===== config.mk =====
export PLATFORM = sky130hd
export DESIGN_NAME = filt_mac_ctrl
export DESIGN_NICKNAME = d
export VERILOG_FILES = /design/src/rtl/filt_mac_pkg.sv /design/src/rtl/filt_mac_dline.sv /design/src/rtl/filt_mac_ctrl.sv
export SDC_FILE = /design/constraint.sdc
export NUM_CORES = 1
export LEC_CHECK = 0
export CORE_MARGIN = 5
export CORE_UTILIZATION = 25
export CTS_CLUSTER_DIAMETER = 60
export DETAILED_ROUTE_END_ITERATION = 16
export GPL_ROUTABILITY_DRIVEN = 0
export PLACE_DENSITY = 0.39
export SYNTH_ARGS = -nofsm -noshare
export SYNTH_HDL_FRONTEND = slang
export SYNTH_SLANG_ARGS = --single-unit

===== constraint.sdc =====
create_clock -name i_clk -period 5.5 [get_ports i_clk]
set_input_delay 1.1 -clock i_clk [delete_from_list [all_inputs] [get_ports i_clk]]
set_output_delay 1.1 -clock i_clk [all_outputs]
set_load 0.05 [all_outputs]

===== src/rtl/filt_mac_pkg.sv =====
// Shared types and elaboration-time helpers for the FIR MAC sequencer.
package filt_mac_pkg;

    typedef enum logic [1:0] {
        ST_IDLE  = 2'd0,
        ST_RUN   = 2'd1,
        ST_DRAIN = 2'd2
    } state_t;

    // Ceiling of n/2.
    function automatic int f_div2(input int n);
        return (n / 2) + (n % 2);
    endfunction

    // Products issued per sample: folded pairs when symmetric, every tap otherwise.
    function automatic int f_num_macs(input int n, input int symm);
        return (symm != 0) ? f_div2(n) : n;
    endfunction

endpackage


===== src/rtl/filt_mac_dline.sv =====
// Circular sample delay line: one write port, two combinational read ports
// addressed by age j (x[j] = mem[(wp - j) mod depth], x[0] newest).
module filt_mac_dline #(
    parameter int gp_inp_width = 8,
    parameter int gp_depth     = 17,
    parameter int gp_aw        = $clog2(gp_depth)
) (
    input  logic                    i_clk,
    input  logic                    i_rst,
    input  logic                    i_wr,
    input  logic [gp_inp_width-1:0] i_data,
    input  logic [gp_aw-1:0]        i_ja,
    input  logic [gp_aw-1:0]        i_jb,
    output logic [gp_inp_width-1:0] o_xa,
    output logic [gp_inp_width-1:0] o_xb
);
    import filt_mac_pkg::*;

    localparam logic [gp_aw:0]   DEPTH_W = (gp_aw + 1)'(gp_depth);
    localparam logic [gp_aw-1:0] LAST_W  = gp_aw'(gp_depth - 1);

    logic [gp_inp_width-1:0] mem [gp_depth];
    logic [gp_aw-1:0]        wp;
    logic [gp_aw-1:0]        wp_next;

    // Map an age j to a physical slot; wp + depth - j never exceeds 2*depth-1.
    function automatic logic [gp_aw-1:0] f_addr(input logic [gp_aw-1:0] p,
                                                 input logic [gp_aw-1:0] j);
        logic [gp_aw:0] s;
        s = {1'b0, p} + DEPTH_W - {1'b0, j};
        if (s >= DEPTH_W) s = s - DEPTH_W;
        return s[gp_aw-1:0];
    endfunction

    // Pointer advance with wrap at depth-1.
    always_comb begin
        wp_next = (wp == LAST_W) ? '0 : wp + 1'b1;
    end

    // Advance the pointer, then overwrite the oldest slot with the new sample.
    always_ff @(posedge i_clk) begin
        if (i_rst) begin
            wp <= '0;
            for (int unsigned i = 0; i < gp_depth; i++) mem[i] <= '0;
        end else if (i_wr) begin
            wp           <= wp_next;
            mem[wp_next] <= i_data;
        end
    end

    // Age-addressed read ports.
    always_comb begin
        o_xa = mem[f_addr(wp, i_ja)];
        o_xb = mem[f_addr(wp, i_jb)];
    end

endmodule


===== src/rtl/filt_mac_ctrl.sv =====
// Sequencer for the single-multiplier FIR path: accepts samples, issues the
// tap-pair / coefficient schedule and accumulator strobes, pulses o_done.
module filt_mac_ctrl #(
    parameter int gp_inp_width    = 8,
    parameter int gp_coeff_length = 17,
    parameter int gp_symm         = 1,
    parameter int gp_mac_latency  = 2,
    parameter int gp_cidx_width   = $clog2(gp_coeff_length)
) (
    input  logic                     i_clk,
    input  logic                     i_rst,
    input  logic                     i_ena,
    input  logic                     i_valid,
    input  logic [gp_inp_width-1:0]  i_data,
    output logic                     o_ready,
    output logic [gp_inp_width-1:0]  o_tap_a,
    output logic [gp_inp_width-1:0]  o_tap_b,
    output logic [gp_cidx_width-1:0] o_coeff_idx,
    output logic                     o_mac_en,
    output logic                     o_mac_clr,
    output logic                     o_mac_last,
    output logic                     o_done,
    output logic                     o_busy
);
    import filt_mac_pkg::*;

    localparam int N   = gp_coeff_length;
    localparam int K   = f_num_macs(N, gp_symm);
    localparam int AW  = $clog2(N);
    localparam int KW  = $clog2(N + 1);
    localparam int CW  = $clog2(gp_mac_latency + 1);
    localparam bit ODD = (N % 2) != 0;

    localparam logic [KW-1:0] K_W      = KW'(K);
    localparam logic [KW-1:0] KLAST_W  = KW'(K - 1);
    localparam logic [KW-1:0] CENTRE_W = KW'((N - 1) / 2);

    state_t                  state;
    logic [KW-1:0]           k;        // index of the next product to issue
    logic [CW-1:0]           cnt;
    logic                    mac_en_q, mac_clr_q, mac_last_q, done_q;
    logic                    accept;
    logic                    is_centre;
    logic [AW-1:0]           ja_c, jb_c;
    logic [gp_inp_width-1:0] xa, xb;

    filt_mac_dline #(
        .gp_inp_width (gp_inp_width),
        .gp_depth     (N),
        .gp_aw        (AW)
    ) u_dline (
        .i_clk  (i_clk),
        .i_rst  (i_rst),
        .i_wr   (accept),
        .i_data (i_data),
        .i_ja   (ja_c),
        .i_jb   (jb_c),
        .o_xa   (xa),
        .o_xb   (xb)
    );

    // Handshake and read addressing. The k=0 product is registered on the
    // accept edge itself, before the new sample lands, so its partner tap
    // x[N-1] is fetched as the pre-write x[N-2].
    always_comb begin
        o_ready   = (state == ST_IDLE) && i_ena;
        accept    = o_ready && i_valid;
        is_centre = (gp_symm != 0) && ODD && (k == CENTRE_W);
        ja_c      = '0;
        jb_c      = '0;
        if (state == ST_IDLE) begin
            jb_c = AW'(N - 2);
        end else if (k < K_W) begin
            ja_c = AW'(k);
            jb_c = AW'(N - 1) - AW'(k);
        end
    end

    // Strobes are held while disabled and masked by i_ena, so a product that
    // was on the bus when the stall began is re-presented on resume.
    always_comb begin
        o_mac_en   = mac_en_q   && i_ena;
        o_mac_clr  = mac_clr_q  && i_ena;
        o_mac_last = mac_last_q && i_ena;
        o_done     = done_q     && i_ena;
        o_busy     = (state != ST_IDLE);
    end

    // Controller FSM with registered schedule outputs.
    always_ff @(posedge i_clk) begin
        if (i_rst) begin
            state       <= ST_IDLE;
            k           <= '0;
            cnt         <= '0;
            o_tap_a     <= '0;
            o_tap_b     <= '0;
            o_coeff_idx <= '0;
            mac_en_q    <= 1'b0;
            mac_clr_q   <= 1'b0;
            mac_last_q  <= 1'b0;
            done_q      <= 1'b0;
        end else if (i_ena) begin
            mac_en_q   <= 1'b0;
            mac_clr_q  <= 1'b0;
            mac_last_q <= 1'b0;
            done_q     <= 1'b0;
            case (state)
                ST_IDLE: begin
                    if (i_valid) begin
                        o_tap_a     <= i_data;
                        o_tap_b     <= (gp_symm != 0) ? xb : '0;
                        o_coeff_idx <= '0;
                        mac_en_q    <= 1'b1;
                        mac_clr_q   <= 1'b1;
                        mac_last_q  <= (K == 1);
                        k           <= KW'(1);
                        state       <= ST_RUN;
                    end
                end
                ST_RUN: begin
                    if (k < K_W) begin
                        o_tap_a     <= xa;
                        o_tap_b     <= ((gp_symm != 0) && !is_centre) ? xb : '0;
                        o_coeff_idx <= gp_cidx_width'(k);
                        mac_en_q    <= 1'b1;
                        mac_last_q  <= (k == KLAST_W);
                        k           <= k + 1'b1;
                    end else begin
                        k <= '0;
                        if (gp_mac_latency == 1) begin
                            state  <= ST_IDLE;
                            done_q <= 1'b1;
                        end else begin
                            state <= ST_DRAIN;
                            cnt   <= CW'(gp_mac_latency - 2);
                        end
                    end
                end
                ST_DRAIN: begin
                    if (cnt == '0) begin
                        state  <= ST_IDLE;
                        done_q <= 1'b1;
                    end else begin
                        cnt <= cnt - 1'b1;
                    end
                end
                default: state <= ST_IDLE;
            endcase
        end
    end

endmodule


==> metrics, run 1 <==
DRT antenna net count 0; Remaining DRCs 0; Crit Path Category flop to flop; top-area cell type share of the netlist area 42.92%; routing usage on met1 25.77%; Worst Hold Class flop to flop; final worst slack 209.9 ps; TritonCTS clock tree built; status finished, final reports clean; io pins 39; P_leak 8.153 nW; critical path fanouts, max 28; Worst slew margin 29.02%; die extent in x 277.7 um; total CTS buffers 41; CTS Buffer Depth 3; Die ar. 77100 um2; endpoint type of the worst setup path flop; Slew Limit Fails 0; count leader, synth edfxtp_1; VDD IR-drop max 0.2064 mV; IO Port Bufs 38; share of layout cells above drive strength 1 16.12%; Worst R2R Start k[1]; Mapped Area 17910 um2; synthesized flop and latch total 295; Die H 277.7 um; Synth Flop Type edfxtp_1; Hold Path Origin o_coeff_idx[2]; Slew @ Worst Pin 1064 ps; final hold vios 0; Area contributors post-synth edfxtp_1, mux2i_1, and2_1; CTS clk-pin slew, worst paths 60 ps; initial core utilization 25.14%; asr flop ratio synth 0%; Mapped Cells 1703; dpl ws 247.7 ps; vias in the first global route 14400; number of setup violations in the final report 0; vias per cell 5.257; core area 71240 um2; RSZ-0062 raised after global routing no; worst-skew pair later-pin latency 580 ps; final period utilization 96.18%; syn_nets 1736; GRT overflow 0; r2r worst-path depth 20; Iter 0 DRT Violations 1400; Setup crit start kind flop; Hold EP o_coeff_idx[2]; first-pass GRT wire length 105900 um; setup slack, reg-to-reg 210 ps; warnings from Yosys 0; Row Count 98; antenna cells 0; wire per inst 26.52 um; Mean Syn Cell Area 10.52 um2; commonest cells in the synthesized netlist edfxtp_1, nand2_1, mux2i_1; CTS HTree Levels 2; setup_tns 0 ps; Hold Path Stages 2; Area Overhead vs Synth 20.93%; via count 14720; clk root buf clkbuf_16; largest net degree at the start of global routing 50; DP HPWL 54420 um; clock sinks 295; post-synth top area cell edfxtp_1; Required @ worst endpoint 5950 ps; Critical Path AT 5740 ps; Final min period 5290 ps; GRT busiest layer met2; power density over the cells 341.4 nW/um2; routing usage on met3 2.744%; MaxCap Viol Count 0; final wirelength 74230 um; Tot GR Track Use 18.61%; Seq/Total Area, Yosys 47.28%; nets 1850; clk_skew 21.27 ps; FMAX 189.0 MHz; Yosys cell types 91; initial antenna violation count 3; worst r2r dst o_tap_a[3]; met2 Usage GRT 30.45%; number of synthesized flops with an enable pin 256; first drt pass iteration count 7
[registers in the layout, indices dropped and copies added (netlist names)]
register and flops:
cnt 2, done_q 1, k 5, mac_clr_q 1
mac_en_q 1, mac_last_q 1, o_coeff_idx 5, o_tap_a 8
o_tap_b 8, state 2, u_dline.mem 256, u_dline.wp 5
[cell usage in the layout, fill, tap and decap left out, types with 31 or more instances in the layout]
master / count
nor2_1: 105
nor2b_1: 42
clkbuf_16: 42
buf_4: 132
mux2i_1: 164
a21oi_1: 109
nor3_1: 31
nand3_1: 63
edfxtp_1: 256
dfxtp_1: 39
and2_1: 146
nand2_1: 176
o22ai_1: 40
clkdlybuf4s50_1: 37
a211oi_1: 42
[what timing repair did]
| item | 4_1_cts | 5_1_grt |
|---|---|---|
| gates resized for setup | 0 | 1 |
| hold buffers | 0 | 0 |
| setup buffers | 0 | 5 |
| endpoints found under the setup margin | 0 | 4 |
[worst max path at each step]
stage	start	end	slack [ps]	cells after the start
finish	k[1]	o_tap_a[3]	210	20
global route	k[1]	o_tap_a[3]	10	20
CTS	k[1]	o_tap_b[7]	230	21
detailed placement	k[1]	o_tap_a[3]	250	19
global placement	k[1]	o_tap_b[7]	250	21
floorplan	k[2]	o_tap_b[3]	670	21
[cell families (layout without fill, tap and decap cells)]
family                     Yosys count  in the layout  synth area share [%]
muxes                              210            210                 13.89
adders and majority gates           21             21                 1.551
DFF                                295            295                 47.28
xor gates and xnor gates            21             21                 1.215
AOI/OAI and AO/OA                  371            371                 14.57
other                                1              1               0.02094
and+or+nand+nor                    644            644                 18.14
buffers and inverters              140            286                 3.339
[worst max-delay path, cell delays in order (launching register included)]
cell and delay (ps):
dfxtp_1 370, or3_1 440, a21oi_1 210, nand2_1 100, nor2_1 120, ha_1 210, fa_4 670, ha_4 250
inv_1 110, nor4_2 50, mux2_2 320, o22ai_4 330, buf_4 430, nand2_1 160, o32ai_1 280, buf_4 260
a32oi_1 120, a31oi_1 340, buf_4 190, nor4_1 50, o2bb2ai_1 140
[layer usage]
layer | up-vias | wire length [um] | part of all wire, %
met5 | - | 0 | 0
met4 | 0 | 2262 | 3.0
met2 | 512 | 34470 | 46
met1 | 7431 | 33360 | 45
met3 | 119 | 4138 | 5.6
li1 | 6653 | - | -
[layout make-up]
| type | instances | area [um2] |
|---|---|---|
| Clock buffer | 55 | 1110 |
| Clock inverter | 20 | 256.5 |
| Fill cell | 7257 | 49580 |
| Inverter | 30 | 112.6 |
| Multi-Input combinational cell | 1268 | 8939 |
| Sequential cell | 295 | 8468 |
| Tap cell | 950 | 1189 |
| Timing Repair Buffer | 181 | 1587 |
[through the flow]
step	area, um2	std cells	total power, mW	utilization [%]	hold slack (ps)
after floorplan	17910	1703	3.795	-	431.9
after global placement	20220	2719	4.686	28.38	439.2
after detailed placement	20230	2719	4.688	28.39	451.2
after CTS	21590	2794	7.437	30.31	459.3
after global routing	21660	2799	7.674	30.40	477.1
final	21660	2799	7.395	30.40	454.0
[power breakdown]
group | internal (mW) | total [mW] | switching (mW)
logic | 0.806 | 2.13 | 1.32
registers | 2.49 | 2.56 | 0.0736
clock network | 1.63 | 2.71 | 1.08
total | 4.92 | 7.39 | 2.48
No activity file was read; power rests on OpenSTA's default activity.
==> run 2, diff against run 1 <==
--- a/config.mk
+++ b/config.mk
@@ -5,9 +5,9 @@
 export SDC_FILE = /design/constraint.sdc
 export NUM_CORES = 1
 export LEC_CHECK = 0
+export CAP_MARGIN = 5
 export CORE_MARGIN = 5
 export CORE_UTILIZATION = 25
-export CTS_CLUSTER_DIAMETER = 60
 export DETAILED_ROUTE_END_ITERATION = 16
 export GPL_ROUTABILITY_DRIVEN = 0
 export PLACE_DENSITY = 0.39
==> metrics, run 2 (same netlist as run 1, synthesis figures left out) <==
Crit Path Category flop to flop; die extent in x 277.7 um (unchanged); setup_tns 0 ps (unchanged); Required @ worst endpoint 5930 ps (-20 ps); setup slack, reg-to-reg 250 ps (+40 ps); Slew @ Worst Pin 1081 ps (+17.00 ps); wire per inst 26.59 um (+0.26%); Tot GR Track Use 18.60% (about the same); nets 1847 (-0.16%); filler cell count 7246 (-0.15%); fin area 21490 um2 (-0.79%); VDD IR-drop max 0.2032 mV (-1.5%); io pins 39 (unchanged); critical path fanouts, max 26 (-7.1%); TritonCTS clock tree built; Hold Path Origin o_coeff_idx[2]; Iter 0 DRT Violations 1379 (-1.5%); DP HPWL 54420 um (unchanged); via count 14740 (+0.14%); clk_skew 47.92 ps (+26.65 ps); largest registers u_dline.mem (256), o_tap_a (8), o_tap_b (8); Remaining DRCs 0 (unchanged); WHS 453.7 ps (-0.3180 ps); most common cell after layout, fill and taps aside edfxtp_1; Worst R2R Start k[1]; total CTS buffers 38 (-7.3%); P_leak 8.079 nW (-0.91%); first drt pass iteration count 6 (-1); Die H 277.7 um (unchanged); final hold vios 0 (unchanged); Slew Limit Fails 0 (unchanged); Critical Path AT 5680 ps (-60 ps); worst-skew pair later-pin latency 590 ps (about the same); area post-placement 20230 um2 (unchanged); Final min period 5245 ps (-44.83 ps); Finished Core Util 30.16% (-0.24 points); Row Count 98 (unchanged); r2r worst-path depth 19 (-5.0%); endpoint type of the worst setup path flop; CTS clk-pin slew, worst paths 60 ps (about the same); Worst slew margin 27.67% (-1.3 points); DRT antenna net count 0 (unchanged); largest net degree at the start of global routing 50 (unchanged); GRT overflow 0 (unchanged); initial core utilization 25.14% (unchanged); clock sinks 295 (unchanged); Die ar. 77100 um2 (unchanged); Setup crit start kind flop; FMAX 190.6 MHz (+0.85%); CTS Buffer Depth 3 (unchanged); final wirelength 74270 um (about the same); clk root buf clkbuf_16; RSZ-0062 raised after global routing no; final period utilization 95.37% (-0.82 points); MaxCap Viol Count 0 (unchanged); number of setup violations in the final report 0 (unchanged); IO Port Bufs 38 (unchanged); CTS HTree Levels 2 (unchanged); commonest non-fill, non-tap cells in the layout edfxtp_1, nand2_1, mux2i_1; worst r2r dst o_tap_a[3]; status finished, final reports clean; Hold EP o_coeff_idx[2]; vias per cell 5.276 (+0.35%); initial antenna violation count 4 (+1); share of layout cells above drive strength 1 15.85% (-0.26 points); core area 71240 um2 (unchanged); Area Overhead vs Synth 19.97%; vias in the first global route 14390 (-0.042%); first-pass GRT wire length 105800 um (-0.10%); Worst Hold Class flop to flop; Hold Path Stages 2 (unchanged); largest reg by FF count u_dline.mem; max reg flops 256 (unchanged); power density over the cells 332.1 nW/um2 (-2.7%)
-- run 2: critical path: stages, from the launching register on --
cell,delay (ps)
dfxtp_1,450
or3_1,230
a21oi_1,100
nand2_1,110
nor2_1,60
ha_1,230
fa_4,890
ha_4,220
inv_1,90
nor4_2,230
mux2_2,260
o22ai_4,150
a211o_2,530
buf_12,230
nor2_1,370
nand3_1,150
a31oi_1,360
buf_4,190
nor4_1,50
o2bb2ai_1,140
-- run 2: what timing repair did --
| item | in CTS | in global routing |
|---|---|---|
| endpoints found under the setup margin | 0 | 6 |
| hold buffers | 0 | 0 |
| endpoints found under the hold margin | 0 | 0 |
| buffers inserted | 0 | 5 |
| gates resized for setup | 0 | 2 |
-- run 2: power by group --
part	leakage [nW]	switching (mW)	internal, mW
clock	0.581	1.04	1.42
sequential	2.80	0.0737	2.49
combinational	4.70	1.32	0.807
-- run 2: per-layer routing --
metal	global-route usage, %	vias to the layer above	share of wire [%]
li1	-	6638	-
met1	25.86	7413	45
met2	30.37	565	46
met3	2.887	119	6.2
met4	4.983	0	2.9
met5	0	-	0
-- run 2: area by class of cell --
cell class | instances | area, um2 | share of cell area, %
Clock buffer | 45 | 977.2 | 4.547
Inverter | 30 | 112.6 | 0.5240
Multi-Input combinational cell | 1268 | 8939 | 41.60
Sequential cell | 295 | 8468 | 39.41
Antenna cell | 1 | 2.502 | 0.01164
Tap cell | 950 | 1189 | 5.531
Timing Repair Buffer | 181 | 1590 | 7.400
Clock inverter | 23 | 211.5 | 0.9840
-- run 2: worst max-delay path by stage --
stage          startpoint         end  depth (start not counted)
2_1_floorplan        k[2]  o_tap_b[3]                         21
3_3_place_gp         k[1]  o_tap_b[7]                         21
3_5_place_dp         k[1]  o_tap_a[3]                         19
4_1_cts              k[1]  o_tap_b[7]                         21
5_1_grt              k[1]  o_tap_a[3]                         19
6_report             k[1]  o_tap_a[3]                         19
-- run 2: per-stage QoR --
stage / setup WS (ps) / power, mW / std cells
2_1_floorplan: 665.5 / 3.795 / 1703
3_3_place_gp: 250.9 / 4.686 / 2719
3_5_place_dp: 247.7 / 4.688 / 2719
4_1_cts: 210.1 / 7.172 / 2787
5_1_grt: 26.51 / 7.414 / 2792
6_report: 254.7 / 7.137 / 2793
